[src/rtl/acc_writeback.sv]
// rtl/acc_writeback.sv - accumulate MAC product terms per neuron and write saturated results
//
// Purpose: sums signed product terms for each neuron of a layer pass, rescales
// the sum from Q(2*FRAC_BITS) to Q(FRAC_BITS), clamps it to the destination
// width, and issues one write strobe per neuron followed by a done pulse.
//
// Optional build macro: ACC_WRITEBACK_RELU_EN (negative results written as 0).
//
// Ports:
//   clk          in   clock, all logic on posedge
//   rst          in   synchronous active-low reset
//   start        in   one-cycle pulse that begins a pass (ignored while busy)
//   num_neurons  in   neurons in the pass, sampled on accepted start; 0 = 2**I_WIDTH
//   in_valid     in   in_data/in_last valid
//   in_ready     out  beat accepted this cycle when in_valid is also high
//   in_data      in   signed product term, 2*D_WIDTH bits
//   in_last      in   beat is the last term of the current neuron
//   w_en         out  destination write strobe
//   index_out    out  destination entry index
//   data_out     out  value to write
//   busy         out  pass in progress
//   done         out  one-cycle pulse at end of pass
module acc_writeback #(
  parameter int I_WIDTH   = 4,
  parameter int D_WIDTH   = 16,
  parameter int ACC_WIDTH = 40,
  parameter int FRAC_BITS = 8
) (
  input  logic                 clk,
  input  logic                 rst,
  input  logic                 start,
  input  logic [I_WIDTH:0]     num_neurons,
  input  logic                 in_valid,
  output logic                 in_ready,
  input  logic [2*D_WIDTH-1:0] in_data,
  input  logic                 in_last,
  output logic                 w_en,
  output logic [I_WIDTH-1:0]   index_out,
  output logic [D_WIDTH-1:0]   data_out,
  output logic                 busy,
  output logic                 done
);

  typedef enum logic [1:0] {
    IDLE  = 2'd0,
    ACCUM = 2'd1,
    WRITE = 2'd2,
    DONE  = 2'd3
  } state_t;

  // Full pass length when num_neurons is 0.
  localparam logic [I_WIDTH:0] EFF_MAX = {1'b1, {I_WIDTH{1'b0}}};

  // Clamp bounds expressed at accumulator width for signed comparison.
  localparam logic signed [ACC_WIDTH-1:0] SAT_MAX =
    {{(ACC_WIDTH-D_WIDTH+1){1'b0}}, {(D_WIDTH-1){1'b1}}};
  localparam logic signed [ACC_WIDTH-1:0] SAT_MIN =
    {{(ACC_WIDTH-D_WIDTH+1){1'b1}}, {(D_WIDTH-1){1'b0}}};

  state_t                        r_state;
  state_t                        w_next;
  logic signed [ACC_WIDTH-1:0]   r_acc;
  logic        [I_WIDTH-1:0]     r_cnt;
  logic        [I_WIDTH:0]       r_eff;
  logic        [I_WIDTH-1:0]     r_index;
  logic        [D_WIDTH-1:0]     r_data;

  logic                          w_accept;
  logic                          w_final;
  logic        [I_WIDTH:0]       w_last_idx;
  logic signed [ACC_WIDTH-1:0]   w_term;
  logic signed [ACC_WIDTH-1:0]   w_sum;
  logic signed [ACC_WIDTH-1:0]   w_shift;
  logic        [D_WIDTH-1:0]     w_sat;
  logic        [D_WIDTH-1:0]     w_result;

  assign w_accept   = (r_state == ACCUM) && in_valid;
  assign w_last_idx = r_eff - 1'b1;
  assign w_final    = ({1'b0, r_cnt} == w_last_idx);

  // The sum including the current beat is rescaled directly, so the result
  // register is loaded on the same edge that accepts the last beat and is
  // already valid during the WRITE cycle.
  assign w_term  = {{(ACC_WIDTH-2*D_WIDTH){in_data[2*D_WIDTH-1]}}, in_data};
  assign w_sum   = r_acc + w_term;
  assign w_shift = w_sum >>> FRAC_BITS;

  always_comb begin
    if (w_shift > SAT_MAX) begin
      w_sat = SAT_MAX[D_WIDTH-1:0];
    end else if (w_shift < SAT_MIN) begin
      w_sat = SAT_MIN[D_WIDTH-1:0];
    end else begin
      w_sat = w_shift[D_WIDTH-1:0];
    end
  end

`ifdef ACC_WRITEBACK_RELU_EN
  assign w_result = w_sat[D_WIDTH-1] ? '0 : w_sat;
`else
  assign w_result = w_sat;
`endif

  always_ff @(posedge clk) begin
    if (!rst) begin
      r_state <= IDLE;
    end else begin
      r_state <= w_next;
    end
  end

  always_comb begin
    w_next   = r_state;
    in_ready = 1'b0;
    w_en     = 1'b0;
    done     = 1'b0;
    busy     = 1'b1;
    case (r_state)
      IDLE: begin
        busy = 1'b0;
        if (start) begin
          w_next = ACCUM;
        end
      end
      ACCUM: begin
        in_ready = 1'b1;
        if (w_accept && in_last) begin
          w_next = WRITE;
        end
      end
      WRITE: begin
        w_en   = 1'b1;
        w_next = w_final ? DONE : ACCUM;
      end
      DONE: begin
        done   = 1'b1;
        w_next = IDLE;
      end
      default: begin
        w_next = IDLE;
      end
    endcase
  end

  always_ff @(posedge clk) begin
    if (!rst) begin
      r_acc   <= '0;
      r_cnt   <= '0;
      r_eff   <= '0;
      r_index <= '0;
      r_data  <= '0;
    end else begin
      case (r_state)
        IDLE: begin
          if (start) begin
            r_eff <= (num_neurons == '0) ? EFF_MAX : num_neurons;
            r_acc <= '0;
            r_cnt <= '0;
          end
        end
        ACCUM: begin
          if (w_accept) begin
            r_acc <= w_sum;
            if (in_last) begin
              r_index <= r_cnt;
              r_data  <= w_result;
            end
          end
        end
        WRITE: begin
          if (!w_final) begin
            r_cnt <= r_cnt + 1'b1;
            r_acc <= '0;
          end
        end
        default: begin
        end
      endcase
    end
  end

  assign index_out = r_index;
  assign data_out  = r_data;

endmodule

[config.mk]
export PLATFORM = sky130hd
export DESIGN_NAME = acc_writeback
export DESIGN_NICKNAME = d
export VERILOG_FILES = /design/src/rtl/acc_writeback.sv
export SDC_FILE = /design/constraint.sdc
export NUM_CORES = 1
export LEC_CHECK = 0
export CORE_MARGIN = 1
export CORE_UTILIZATION = 60
export DETAILED_ROUTE_END_ITERATION = 8
export PLACE_DENSITY = 0.84
export SLEW_MARGIN = 20
export SYNTH_ARGS = -nofsm -noshare
export SYNTH_HDL_FRONTEND = slang
export SYNTH_SLANG_ARGS = --single-unit
[constraint.sdc]
create_clock -name clk -period 7.74 [get_ports clk]
set_input_delay 1.935 -clock clk [delete_from_list [all_inputs] [get_ports clk]]
set_output_delay 1.935 -clock clk [all_outputs]
set_load 0.01 [all_outputs]
== After elaboration in Yosys (flattened, before gate mapping) ==
Cells that the tools add are included.
Word-level totals
  word-level logic and storage cells: 48
  memory bits (writable): 0
  bits in latches: 0
  output and inout bits: 24
  bits in read-only memories: 0
  memories kept: 0
  bits in registers: 71
Cells by class
  $lt $le $gt $ge: 2
  multiply operators: 0
  reduce and logical (&&, ||, !) cells: 11
  divide/modulo/power cells: 0
  bitwise gates (word level): 0
  shift-type cells: 0
  $add $sub $neg: 3
  equality and inequality tests: 8
  muxes and demuxes: 18
Operator list (number)
  $mux W40: 3
  $pmux W40 S3: 1
  $add A40 B32 Y40: 1
  $gt A32 B16 Y1 const B: 1
  $lt A32 B16 Y1 const B: 1
  $mux W16: 2
  $mux W4: 2
  $pmux W2 S4: 1
  $pmux W4 S2: 1
  $mux W2: 3
  $ne A2 B2 Y1 const B: 3
  $reduce_and A3 Y1: 2
  $eq A4 B5 Y1: 1
  $logic_not A5 Y1: 1
  $mux W5: 1
  $sub A5 B1 Y5 const B: 1
  $add A4 B1 Y4 const B: 1
  $eq A2 B2 Y1 const B: 2
  $mux W1: 4
  $reduce_and A2 Y1: 2
  $reduce_and A4 Y1: 1
  $reduce_bool A3 Y1: 1
  $eq A2 B1 Y1 const B: 1
  $logic_and A1 B1 Y1: 2
  other kinds (3): 3

== Logic depth before layout (Yosys ltp) ==
Gate-level depths: netlist of run 1.
  word-level depth: 5
  gate-level depth with buffers: 15
  depth with buffers taken out: 13

== Worst setup path before layout of run 1 ==
OpenSTA, ideal clock, no wires.
  path kind: input to register
  start point: input in_data[0]
  end point: register r_data[6], in the netlist data_out[6]
  arrival time: 4.771 ns
  path buffers: 1
  cell stages on the path: 14
  setup time: 0.122 ns
  path slack: 2.848 ns
  required time: 7.618 ns
  path through: ha_1 -> inv_1 -> fa_1 -> and2b_1 -> o2111ai_2 -> a21o_1 -> a2111oi_4 -> o41ai_1 -> and3_4 -> nor4_1 -> nand4b_1 -> o31ai_4 -> buf_6 -> a31oi_1
On the way
  longest elaborated chain between the ends: 4
RTL lines
  from (decl): RTL line 35  | input logic [2*D_WIDTH-1:0] in_data,
  $add A40 B32 Y40 *: RTL line 85  | assign w_sum = r_acc + w_term;
  $lt A32 B16 Y1: RTL line 91  | end else if (w_shift < SAT_MIN) begin
  $mux W16: RTL line 91
  $mux W16 *: RTL line 89  | if (w_shift > SAT_MAX) begin
  to (signal assigned): RTL line 166  | r_data <= w_result;
  to (decl): RTL line 66  | logic [D_WIDTH-1:0] r_data;
Mark *: on every way between the ends. The rest lies on a longest branch, timed or not.
A chain may end at the register's enable or synchronous reset.

== Worst setup path in the final report of run 1 ==
  start point: input in_data[0]
  end point: register r_data[12], in the netlist data_out[12]
Same word-level chain as after synthesis.

==> results.cfg, run 1 <==
[cts]
cts_tree = yes
cts_resized = 0
numClockSinks = 71
cts_made_buffers = 9
cts_max_level = 3
clock_path_buffers = 2
cts_root_buf = clkbuf_8
clock_latency_ns = 0.36
cts_setup_buffers = 0
holdBufCountCts = 0
clkSlewWorstSetupHoldPaths_ns = 0.09

[sta]
rsz0062_at_grt = no
fmax_mhz = 169.4
slew_headroom_pct = 25.68
min_period_ns = 5.903
finalCritPeriodShare_pct = 76.27
finalSetupViolations = 0
clock_skew_ns = 0.01242
final.setup.tns_ns = 0
hold_viol = 0
maxSlewViolCount = 0
tightestPinTransition_ns = 1.115

[global_route]
grt_max_degree = 71
grt_pass1_vias = 5372
grt.total_usage_pct = 33.18
grt_pass1_wl_mm = 25.99
gr-total-overflow = 0
antenna_found_initial = 0

[floorplan]
die_h_um = 98.88
die_width_um = 98.88
initial_utilization_pct = 63.34
fp-row-count = 34
die-area_um2 = 9777
design.core.area_um2 = 8891
ios = 66

[critical_path]
endpoint_kind = flop
cp_data_required_time_ns = 7.94
cp-start-kind = input pin
cp_max_fo = 15
rr_worst_depth = 13
cp_cell_sequence = clkdlybuf4s50_1 > ha_1 > inv_1 > fa_1 > and2b_1 > o2111ai_2 > a21oi_2 > o21ai_2 > a2111oi_1 > o21ai_1 > a2111oi_2 > nand4b_1 > o31ai_4 > a31oi_1
cp_data_arrival_time_ns = 6.11
cpPeakStageDelay_ns = 0.67
path_class = input pin to flop
crit_slowest_cell = a2111oi_1

[placement]
place.gp.congestion = 0.9277
io_buffers = 65
dp_hpwl_mm = 11.73

[power_and_ir_drop]
power_mw = 1.012
swShare_pct = 33.67
switching_power_mw = 0.3409
internal_power_mw = 0.6716
power.leakage_nw = 2.378
power_frac_seq_pct = 38.4
p_clk_share_pct = 34.4
ir_drop_v = 0.00009485
power_density_nw_per_um2 = 157.4
combPwrFrac_pct = 27.2

[detailed_routing]
drc_errors = 0
vias = 5714
viasPerCell = 6.606
drtIter0Drc = 398
totalWireLength_mm = 16.11
antenna_left = 0
first_pass_iters = 6
wl_per_cell_um = 18.63

[synthesis]
yosysWarnings = 0
ys.flop_type = dfxtp_1
synth_seq_cells = 71
yosysUniqueCellTypes = 73
synth_edf_count = 0
syn-num-nets = 798
post-synth-top-area-cell = dfxtp_1
synth_top_area_share_pct = 25.24
synth_area_um2 = 5632
synth.avg_cell_area_um2 = 7.887
ys_seq_area_share_pct = 25.24
synthTopCellsByArea = dfxtp_1 25%, ha_1 9.1%, nand2_1 5.0%
netlist_instances = 714
async_flop_share_pct = 0

[layout]
synthToLayoutAreaGrowth_pct = 14.24
diodes = 0
final_common_cell = nand2_1
post-route-util_pct = 72.36
fillers = 736
drive_above_1_share_pct = 6.077
layout.nets = 836
final_cell_mix = 75 x nand2_1, 71 x dfxtp_1, 65 x clkdlybuf4s50_1

[hold_path]
whs_path_depth = 2
hold_path_class = flop to flop

[outcome]
outcome = completed

[flow_run]
drv_cap = 0
## sequential cells by signal (all words and copies together), names as in the netlist
signal     cells
r_eff          5
data_out      16
r_state        2
r_acc         40
index_out      4
r_cnt          4
## power groups by stage
stage	clock [mW]	sequential [mW]	combinational [mW]
6_report	0.348	0.389	0.275
3_5_place_dp	0	0.397	0.267
3_3_place_gp	0	0.397	0.260
5_1_grt	0.362	0.391	0.299
2_1_floorplan	0	0.397	0.190
4_1_cts	0.348	0.389	0.269
## final timing paths
path | from | endpoint | slack (ns)
max | in_data[0] | data_out[12] | 1.84
min | data_out[15] | data_out[15] | 0.48
max reg2reg | r_acc[0] | data_out[12] | 3.53
min reg2reg | data_out[15] | data_out[15] | 0.48
## cells by family (layout without fill, tap and decap cells)
family	Yosys count	in the layout	synth area share [%]
flip-flops	71	71	25.24
AND/OR/NAND/NOR	277	277	25.91
buffers and inverters	59	102	5.332
adder cells (fa/ha/maj)	42	42	9.465
multiplexers	3	3	0.5776
XOR/XNOR	29	29	4.510
AO/OA/AOI/OAI	233	233	28.97
## layout make-up
cell class              count  area, um^2  share of cell area (%)
clock buffers              10       127.6                   1.984
inverters                  18       67.56                   1.050
flip-flops and latches     71        1421                   22.09
well taps                 108       135.1                   2.100
clock inverters             6       92.59                   1.439
repair buffers             68       673.1                   10.46
multi-input cells         584        3916                   60.87
## critical path, delay by kind of cell
kind                       cells  cell delay (ns)
AOI/OAI and AO/OA              8             2.67
adders and majority gates      2             0.53
buffers and inverters          2             0.51
and+or+nand+nor                2             0.45
## per-stage QoR
step	setup slack [ns]	hold WS [ns]	std cells	area [um^2]
global placement	1.643	0.4536	849	6211
CTS	1.808	0.4734	865	6431
detailed placement	1.455	0.4624	849	6211
floorplan	2.848	0.4447	714	5632
global route	1.658	0.5087	865	6434
finish	1.837	0.4766	865	6434
## cell usage after synthesis, types with 9 or more instances
| cell type | number |
|---|---|
| nand4_1 | 28 |
| ha_1 | 41 |
| xnor2_1 | 17 |
| inv_1 | 18 |
| dfxtp_1 | 71 |
| xor2_1 | 12 |
| a31oi_1 | 22 |
| nor2b_1 | 44 |
| o21ai_0 | 38 |
| a21boi_0 | 12 |
| nor3_1 | 15 |
| nor2_1 | 43 |
| a22oi_1 | 27 |
| a21oi_1 | 51 |
| a21o_1 | 11 |
| nand3_1 | 14 |
| clkbuf_1 | 22 |
| o21ai_1 | 9 |
| nor4_1 | 12 |
| buf_2 | 9 |
| nand2_1 | 75 |
## per-layer routing
layer	global-route usage, %	up-vias	share of wire [%]
met4	11.25	0	2.3
met3	5.461	33	6.6
met2	56.11	226	47
met5	0	-	0
li1	-	2737	-
met1	42.86	2718	44
Note: power is estimated with default switching activity, not from simulation.
==> run 2, diff against run 1 <==
Settings changed: CORE_UTILIZATION 60 to 52, PLACE_DENSITY 0.84 to 0.77.
Clock period 7.74 ns to 4.8 ns, I/O delays scaled along.
==> run 2 against run 1 <==
Net effect:
- sequential share of layout area decreased by 1.7 points
- sequential power increased by 61%
- combinational power up 77%
- routed wire length increased by 2.3%
- clock skew about the same
- non-clock buffer count up 58
==> results.cfg, run 2 (synthesized netlist as in run 1, its figures left out) <==
[outcome]
outcome = completed

[cts]
clock_path_buffers = 2
numClockSinks = 71
cts_max_level = 3
cts_resized = 0
clock_latency_ns = 0.37
clkSlewWorstSetupHoldPaths_ns = 0.08
holdBufCountCts = 0
cts_setup_buffers = 0
cts_made_buffers = 9
cts_tree = yes
cts_root_buf = clkbuf_8

[global_route]
antenna_found_initial = 0
grt_max_degree = 71
grt_pass1_vias = 5698
gr-total-overflow = 0
grt_pass1_wl_mm = 27.34
grt.total_usage_pct = 30.48

[detailed_routing]
totalWireLength_mm = 16.49
antenna_left = 0
first_pass_iters = 5
drtIter0Drc = 386
drc_errors = 0
viasPerCell = 6.174
wl_per_cell_um = 17.33
vias = 5871

[layout]
regMostFlops = r_acc
diodes = 0
drive_above_1_share_pct = 13.25
final_common_cell = nand2_1
final_cells = 951
final_cell_mix = 75 x nand2_1, 71 x dfxtp_1, 64 x clkdlybuf4s50_1
fin_area_um2 = 6969
synthToLayoutAreaGrowth_pct = 23.75
layout.nets = 894
largest_register_ffs = 40

[placement]
place.gp.congestion = 0.8987
dp_hpwl_mm = 12.59
io_buffers = 65
postPlaceCellArea_um2 = 6694
placed_cells = 934

[critical_path]
cp-startpoint = in_data[0]
cp_data_arrival_time_ns = 4.88
endpoint = data_out[4]
r2r_end = data_out[4]
endpoint_kind = flop
reg2reg_from = r_acc[0]
path_buf_inv = 4
crit_cells = 16
ff2ff_setup_slack_ns = 1.17
cp-start-kind = input pin
cp_max_fo = 15
cpMostUsedCell = nand4_1
cp_data_required_time_ns = 5.09
cp_cell_sequence = clkdlybuf4s50_1 > ha_1 > inv_1 > fa_1 > and2b_1 > o2111ai_2 > a21oi_2 > o21ai_2 > buf_4 > a41o_1 > nor4_2 > nand4_1 > nor4_4 > buf_12 > nand4_1 > a31oi_1
cpLargestDelayFamily = simple AND/OR/NAND/NOR gates
path_class = input pin to flop
cpPeakStageDelay_ns = 0.46
rr_worst_depth = 15
crit_slowest_cell = clkdlybuf4s50_1

[sta]
tightestPinTransition_ns = 0.7392
hold_viol = 0
maxSlewViolCount = 0
fmax_mhz = 217.8
finalCritPeriodShare_pct = 95.66
clock_skew_ns = 0.01213
finalSetupViolations = 0
slew_headroom_pct = 50.34
min_period_ns = 4.592

[floorplan]
die-area_um2 = 11250
die_width_um = 106.1
initial_utilization_pct = 54.07
design.core.area_um2 = 10420
die_h_um = 106.1
ios = 66
fp-row-count = 37

[flow_run]
drv_cap = 0

[power_and_ir_drop]
power.leakage_nw = 2.671
ir_drop_v = 0.0001365
power_density_nw_per_um2 = 239.2

[hold_path]
hold_path_class = flop to flop
==> run 2: worst min-delay path by stage <==
| stage | from | endpoint | slack, ns | cells past startpoint |
|---|---|---|---|---|
| after floorplan | r_acc[32] | r_acc[32] | 0.44 | 2 |
| final | index_out[2] | index_out[2] | 0.47 | 2 |
| after detailed placement | index_out[2] | index_out[2] | 0.46 | 2 |
| after global routing | index_out[2] | index_out[2] | 0.49 | 2 |
| after global placement | data_out[15] | data_out[15] | 0.46 | 2 |
| after CTS | index_out[2] | index_out[2] | 0.47 | 2 |
==> run 2: metal layers <==
| layer | GRT usage, % | up-vias | wire length (um) | part of all wire (%) |
|---|---|---|---|---|
| met5 | 0 | - | 0 | 0 |
| met4 | 14.38 | 0 | 520 | 3.2 |
| met3 | 4.476 | 40 | 942 | 5.7 |
| met2 | 51.82 | 209 | 7820 | 47 |
| met1 | 37.79 | 2779 | 7201 | 44 |
| li1 | - | 2843 | - | - |
==> run 2: tightest hold or removal path, delay by kind of cell, from the launching register on <==
family,cells,cell delay [ns]
and+or+nand+nor,1,0.04
AOI/OAI and AO/OA,1,0.07
DFF,1,0.31
==> run 2: power breakdown <==
group	leakage (nW)	switching, mW	internal, mW
Sequential	0.576	0.0152	0.612
Combinational	1.99	0.277	0.210
Clock	0.103	0.258	0.295
Total	2.67	0.550	1.12
==> run 2: layout make-up <==
| type | instances | area, um^2 |
|---|---|---|
| multi-input combinational | 584 | 3941 |
| fill | 895 | 3447 |
| sequential | 71 | 1421 |
| timing repair buffer | 126 | 1149 |
| tap | 136 | 170.2 |
| clock buffer | 10 | 127.6 |
| clock inverter | 6 | 92.59 |
| inverter | 18 | 67.56 |
==> run 2: per-stage QoR <==
stage,power [mW],utilization [%],TNS [ns],hold slack [ns],worst slack (ns)
after detailed placement,1.115,64.26,-3.488,0.4628,-0.2341
after global routing,1.751,66.91,-0.001605,0.4927,-0.001605
final,1.667,66.91,0,0.4690,0.2085
after floorplan,0.9465,-,0,0.4447,0.6426
after CTS,1.665,66.38,0,0.4744,0.1186
after global placement,1.104,64.26,-2.541,0.4563,-0.1728
==> run 3, diff against run 2 <==
Settings changed: REMOVE_ABC_BUFFERS set to 1.
==> run 3 against run 2 <==
Net effect:
- design area decreased by 0.74%
- final cell count increased by 0.21%
- non-clock buffer count increased by 2
- routed wire length increased by 1.3%
- total power decreased by 5.9%
- critical path depth decreased by 1
- highest routed layer unchanged
- first-iteration DRC count decreased by 4.7%
- die area unchanged
- global-route usage increased by 0.27 points
- sequential share of layout area increased by 0.15 points
- worst hold slack improved by 0.0018 ns
==> results.cfg, run 3 (synthesized netlist as in run 1, its figures left out) <==
[outcome]
outcome = completed

[critical_path]
cp-start-kind = input pin
rr_worst_depth = 14
cp_max_fo = 15
cp_data_required_time_ns = 5.07
endpoint_kind = flop
cp_data_arrival_time_ns = 4.73
path_class = input pin to flop

[global_route]
antenna_found_initial = 0
grt.total_usage_pct = 30.74
grt_max_degree = 71
gr-total-overflow = 0
grt_pass1_wl_mm = 27.37
grt_pass1_vias = 5707

[placement]
io_buffers = 65
postPlaceCellArea_um2 = 6741
pre_cts_ws_ns = -0.1614
dp_hpwl_mm = 12.72
place.gp.congestion = 1.018

[floorplan]
design.core.area_um2 = 10420
fp-row-count = 37
initial_utilization_pct = 54.07
die-area_um2 = 11250
die_h_um = 106.1
die_width_um = 106.1
ios = 66

[cts]
holdBufCountCts = 0
cts_resized = 0
clkSlewWorstSetupHoldPaths_ns = 0.08
cts_made_buffers = 9
clock_latency_ns = 0.38
cts_max_level = 3
clock_path_buffers = 2
cts_root_buf = clkbuf_8
cts_setup_buffers = 0
cts_tree = yes
numClockSinks = 71

[sta]
min_period_ns = 4.462
tightestPinTransition_ns = 0.7713
slew_headroom_pct = 48.57
maxSlewViolCount = 0
fin_ws_ns = 0.3381
finalCritPeriodShare_pct = 92.96
hold_viol = 0
clock_skew_ns = 0.008443
finalSetupViolations = 0
rsz0062_at_grt = no
fmax_mhz = 224.1

[hold_path]
hold_path_class = flop to flop
whs_path_depth = 2

[detailed_routing]
antenna_left = 0
vias = 5906
totalWireLength_mm = 16.70
viasPerCell = 6.197
drtIter0Drc = 368
wl_per_cell_um = 17.52
first_pass_iters = 5
drc_errors = 0

[layout]
fin_area_um2 = 6918
synthToLayoutAreaGrowth_pct = 22.84
layout.nets = 896
drive_above_1_share_pct = 13.10
fillers = 928
regMostFlops = r_acc
diodes = 0
post-route-util_pct = 66.41
largest_register_ffs = 40
final_common_cell = nand2_1
final_cell_mix = 75 x nand2_1, 71 x dfxtp_1, 64 x clkdlybuf4s50_1

[power_and_ir_drop]
power_mw = 1.569
power.leakage_nw = 2.673
power_density_nw_per_um2 = 226.7
ir_drop_v = 0.0001461

[flow_run]
drv_cap = 0
## run 3: cell count changes in the layout (fill, tap and decap cells not counted), moves of 2 or more
| cell | delta |
|---|---|
| buf_12 | +2 |
| buf_4 | +2 |
| bufinv_16 | -2 |
| clkinv_2 | +2 |
| clkinvlp_4 | -2 |
## run 3: cell type report
cell class / count / area [um^2] / area share [%]
Tap cell: 136 / 170.2 / 2.460
Inverter: 18 / 67.56 / 0.9767
Clock buffer: 10 / 127.6 / 1.845
Timing Repair Buffer: 128 / 1171 / 16.93
Multi-Input combinational cell: 584 / 3915 / 56.59
Clock inverter: 6 / 45.04 / 0.6511
Sequential cell: 71 / 1421 / 20.55
## run 3: stage by stage
step,hold slack [ns],cells,TNS [ns]
floorplan,0.4447,673,0
global placement,0.4576,937,-0.1862
detailed placement,0.4697,937,-2.038
CTS,0.4811,953,0
global route,0.5068,953,0
finish,0.4708,953,0
## run 3: path summary, 6_finish.rpt
kind	from	to	slack, ns
worst min register to register	index_out[3]	index_out[3]	0.47
worst max-delay path	in_data[0]	data_out[11]	0.34
worst max register to register	r_acc[0]	data_out[11]	1.27
worst min-delay path	index_out[3]	index_out[3]	0.47
## run 3: worst max-delay path: stages
cell	delay (ns)
clkdlybuf4s50_1	0.46
ha_1	0.16
inv_1	0.06
fa_1	0.37
and2b_1	0.24
o2111ai_2	0.14
a21o_1	0.27
a2111oi_4	0.41
o41ai_1	0.15
and3_4	0.20
nor4_1	0.36
nand4b_1	0.20
o31ai_4	0.24
buf_12	0.18
a31oi_1	0.08
## run 3: report_power, final
group	switching [mW]	leakage, nW	internal [mW]	total [mW]
clock	0.257	0.0910	0.191	0.448
combinational	0.277	2.01	0.216	0.493
sequential	0.0158	0.576	0.612	0.628
total	0.549	2.67	1.02	1.57
## run 3: per-layer routing
layer	share of wire, %	routed length, um	vias up	global-route usage [%]
met3	6.5	1079	33	4.782
met4	2.9	488	0	15.38
met5	0	0	-	0
met2	47	7769	225	50.84
li1	-	-	2854	-
met1	44	7359	2794	38.76
==> RTL change 1, RTL diff (settings of run 2) <==
Build with the macro `ACC_WRITEBACK_RELU_EN` defined.
--- a/src/rtl/acc_writeback.sv
+++ b/src/rtl/acc_writeback.sv
@@ -20,6 +20,8 @@
 //   data_out     out  value to write
 //   busy         out  pass in progress
 //   done         out  one-cycle pulse at end of pass
+`define ACC_WRITEBACK_RELU_EN
+
 module acc_writeback #(
   parameter int I_WIDTH   = 4,
   parameter int D_WIDTH   = 16,
Function: changed (a bounded check fails within 4 cycles, from zero or initial values and one cycle with rst low).
==> RTL change 1 against run 2 <==
Sequential share of layout area up 1.4 points; cell area decreased by 7.8%; hold slack lost 2.8 ps; routed wire length decreased by 9.3%; die area decreased by 3.1%; maximum frequency up 2.4%; utilization fell by 4.1 points; worst setup slack gained 110 ps; power decreased by 5.1%; synthesized area fell by 3.2%; sequential cell count decreased by 1; critical path type unchanged.
==> RTL change 1: results <==
[hold_path]
hp-class = "register to register"

[placed_design]
placed_area_um2 = 6210
place_hpwl_mm = 11.2
place_congestion = 0.951
portBuffers = 64

[global_routing]
gr-usage-met2_pct = 46.8
grtUsageTotal_pct = 27.9
grtUsageMet3_pct = 4.01
met1_usage_pct = 36.5
antenna_found_initial = 0
first_global_vias = 5225
grt_max_degree = 24
grt_pass1_wl_mm = 24.8

[power]
p_comb_mw = 0.403
p_leak_nw = 2.51
sequentialPowerShare_pct = 39.1
vdd_ir_drop_max_uv = 152
seq-power_mw = 0.619
p_switching_mw = 0.504

[cts]
cts.clk_slew.worst_paths_ps = 80
clock_latency_ps = 350
root_buffer = "clkbuf_8"
cts_setup_buffers = 0

[yosys]
synthArstFlopShare_pct = 0
synthTopCellsByArea = "dfxtp_1, ha_1, nand2_1, a21oi_1, nor2b_1"
seq_area_frac_synth_pct = 25.7
synthTopCellsByCount = "nand2_1, dfxtp_1, a21oi_1, o21ai_0, nor2_1"
syn_nets = 776
synth_cell_types = 76
synth_ff_type = "dfxtp_1"

[timing]
skew_ps = 10.8
whs_ps = 466
finalHoldViolCount = 0
tightest_slew_ps = 1060

[critical_path]
reg2reg_depth = 11
r2r_slack_ps = 1330
crit_family = "compound AO/OA/AOI/OAI gates"
cp_slowest_cell = "a2111oi_0"

[routing]
wl_met2_mm = 7.07
wl_met1_mm = 6.78
ant_nets = 0
top_layer = "met4"
wl_per_cell_um = 16.9
route.vias.total = 5460
drc = 0
met3_length_um = 776
dr.pass1.iters = 5
initialDrtViolationCount = 278

[finish]
largest_reg_flops = 40
num-nets-final = 830
layout-drive-gt1-share_pct = 9.07
fillers = 917

[run_status]
outcome = "completed"
-- RTL change 1: logic make-up (layout without fill, tap and decap cells) --
family                     after synthesis  count (layout)  synth area share (%)
and+or+nand+nor                        255             255                  23.6
AOI/OAI and AO/OA                      242             242                  31.4
DFF                                     70              70                  25.7
buffers and inverters                   49             107                  4.06
adders and majority gates               42              42                  9.78
xor gates and xnor gates                32              32                  5.14
other                                    1               1                0.0688
muxes                                    1               1                 0.184
-- RTL change 1: per-stage QoR --
| step | setup slack, ps | cells |
|---|---|---|
| finish | 316 | 886 |
| global route | 173 | 886 |
| CTS | 454 | 886 |
| detailed placement | 104 | 871 |
| global placement | 151 | 871 |
| floorplan | 833 | 692 |
-- RTL change 1: cell type report --
cell class / count / area (um^2) / share of cell area (%)
Multi-Input combinational cell: 573 / 3830 / 59.6
Sequential cell: 70 / 1400 / 21.8
Timing Repair Buffer: 77 / 751 / 11.7
Tap cell: 136 / 170 / 2.65
Clock buffer: 10 / 138 / 2.14
Clock inverter: 5 / 83.8 / 1.30
Inverter: 15 / 56.3 / 0.876
-- RTL change 1: worst paths after layout --
path,end,start
worst max-delay path,data_out[2]$_SDFFE_PN0P_,in_data[15]
worst min-delay path,index_out[3]$_SDFFE_PN0P_,index_out[3]$_SDFFE_PN0P_
worst max register to register,data_out[2]$_SDFFE_PN0P_,r_acc[15]$_SDFFE_PN0P_
worst min register to register,index_out[3]$_SDFFE_PN0P_,index_out[3]$_SDFFE_PN0P_
-- RTL change 1: tightest hold or removal path: cells and delay by family, from the launching register on --
family          cells  cell delay, ps
simple gates        1              40
flops               1             310
compound gates      1              60
==> RTL change 2, RTL diff (settings of run 2) <==
Made on the original files. The 4 states of `state_t` get a Gray code encoding in 2 bits.
--- a/src/rtl/acc_writeback.sv
+++ b/src/rtl/acc_writeback.sv
@@ -42,10 +42,10 @@
 );
 
   typedef enum logic [1:0] {
-    IDLE  = 2'd0,
-    ACCUM = 2'd1,
-    WRITE = 2'd2,
-    DONE  = 2'd3
+    IDLE  = 2'b00,
+    ACCUM = 2'b01,
+    WRITE = 2'b11,
+    DONE  = 2'b10
   } state_t;
 
   // Full pass length when num_neurons is 0.
Formal check against the unedited RTL: same outputs for any inputs over 4 cycles, from zero or initial values and one cycle with rst low; so few cycles prove little.
==> RTL change 2 against run 2 <==
Maximum frequency shrank 0.45%; count of clock-buffer cells in the layout is the same; clock power is essentially flat; cell area shrank 7.4%; routed wire length shrank 10%; synthesized area shrank 6.4%; global-route usage shrank 1.6 points; hold slack lost 6.5 ps; highest routed layer unchanged; sequential cell count is the same; power grew 0.12%; worst setup slack lost 21 ps.
==> RTL change 2: results <==
[timing]
skew_ps = 14.5
whs_ps = 462
relSlewSlack_pct = 41.5

[finish]
num-nets-final = 836
layout-drive-gt1-share_pct = 11.0

[power]
vdd_ir_drop_max_uv = 143
p_leak_nw = 2.56

[global_routing]
first_global_vias = 4972
grtUsageTotal_pct = 28.9
grt_pass1_wl_mm = 23.6
grt_max_degree = 40

[critical_path]
reg2reg_to = "data_out[3]$_SDFFE_PN0P_"
reg2reg_depth = 12
r2r_start = "r_acc[17]$_SDFFE_PN0P_"
r2r_slack_ps = 1130
critPathArrivalTime_ps = 4900

[yosys]
avgSynthCellArea_um2 = 7.85
synthTopCellsByArea = "dfxtp_1, ha_1, nand2_1, o21ai_0, a21oi_1"
seq_area_frac_synth_pct = 27.0
synth_cell_types = 62

[routing]
initialDrtViolationCount = 226
route.vias.total = 5287

[placed_design]
placedCellCount = 873
dpl_worst_slack_ps = -199
place_congestion = 0.923
placed_area_um2 = 6200

[run_status]
outcome = "completed"
RTL change 2: changes by cell type after synthesis, sizes merged, moves of 6 or more:
| cell | before | now |
|---|---|---|
| a31oi | 23 | 5 |
| nand4 | 28 | 11 |
| o22ai | 2 | 17 |
| buf | 19 | 8 |
| nor4 | 14 | 3 |
| or2 | 0 | 11 |
| nand2b | 7 | 17 |
| a21boi | 12 | 20 |
| a22oi | 27 | 19 |
| inv | 18 | 10 |
| nor2b | 44 | 37 |
| a21oi | 57 | 51 |
| nor2 | 43 | 49 |
| o31a | 6 | 0 |
RTL change 2: cells by family after synthesis:
kind of cell / after synthesis / synth area share (%)
muxes: 4 / 0.807
AOI/OAI and AO/OA: 216 / 27.5
adders and majority gates: 42 / 10.1
xor gates and xnor gates: 39 / 6.48
buffers and inverters: 37 / 3.13
and+or+nand+nor: 262 / 25.0
DFF: 71 / 27.0
RTL change 2: final cells by class:
| type | instances | area [um^2] |
|---|---|---|
| well taps | 133 | 166 |
| clock inverters | 6 | 83.8 |
| fillers | 876 | 3370 |
| inverters | 10 | 37.5 |
| clock buffers | 10 | 138 |
| multi-input cells | 563 | 3700 |
| repair buffers | 97 | 903 |
| flip-flops and latches | 71 | 1420 |
RTL change 2: metal layers:
metal	global-route usage, %	vias to the layer above	wire length (um)
met2	49.0	165	7020
met1	36.5	2503	6710
li1	-	2589	-
met5	0	-	0
met4	11.0	0	327
met3	5.02	30	727
RTL change 2: repair_timing:
| item | CTS | global route |
|---|---|---|
| resized for setup | 0 | 3 |
| endpoints found under the setup margin | 0 | 15 |
| buffers inserted | 0 | 1 |
RTL change 2: worst max path at each step:
stage	start	to	slack (ps)	cells past startpoint
3_5_place_dp	in_data[0]	data_out[2]$_SDFFE_PN0P_	-200	16
2_1_floorplan	in_data[0]	data_out[14]$_SDFFE_PN0P_	600	15
5_1_grt	in_data[0]	data_out[2]$_SDFFE_PN0P_	-0.9	18
3_3_place_gp	in_data[0]	data_out[3]$_SDFFE_PN0P_	-20	17
6_report	in_data[17]	data_out[3]$_SDFFE_PN0P_	190	13
4_1_cts	in_data[0]	data_out[2]$_SDFFE_PN0P_	140	16
RTL change 2: critical path, cell delays in order:
cell	delay, ps
clkdlybuf4s50_1	410
ha_1	370
a21oi_1	260
o21ai_0	160
or4b_1	590
o21ai_0	320
nand2_1	150
a311oi_1	520
nand3b_1	160
nor4_1	220
a31oi_1	120
buf_4	250
o22ai_1	160
RTL change 2: power breakdown:
group	internal [mW]	total, mW	switching (mW)
registers	0.621	0.642	0.0205
clock network	0.305	0.553	0.248
logic	0.216	0.475	0.259
total	1.14	1.67	0.527
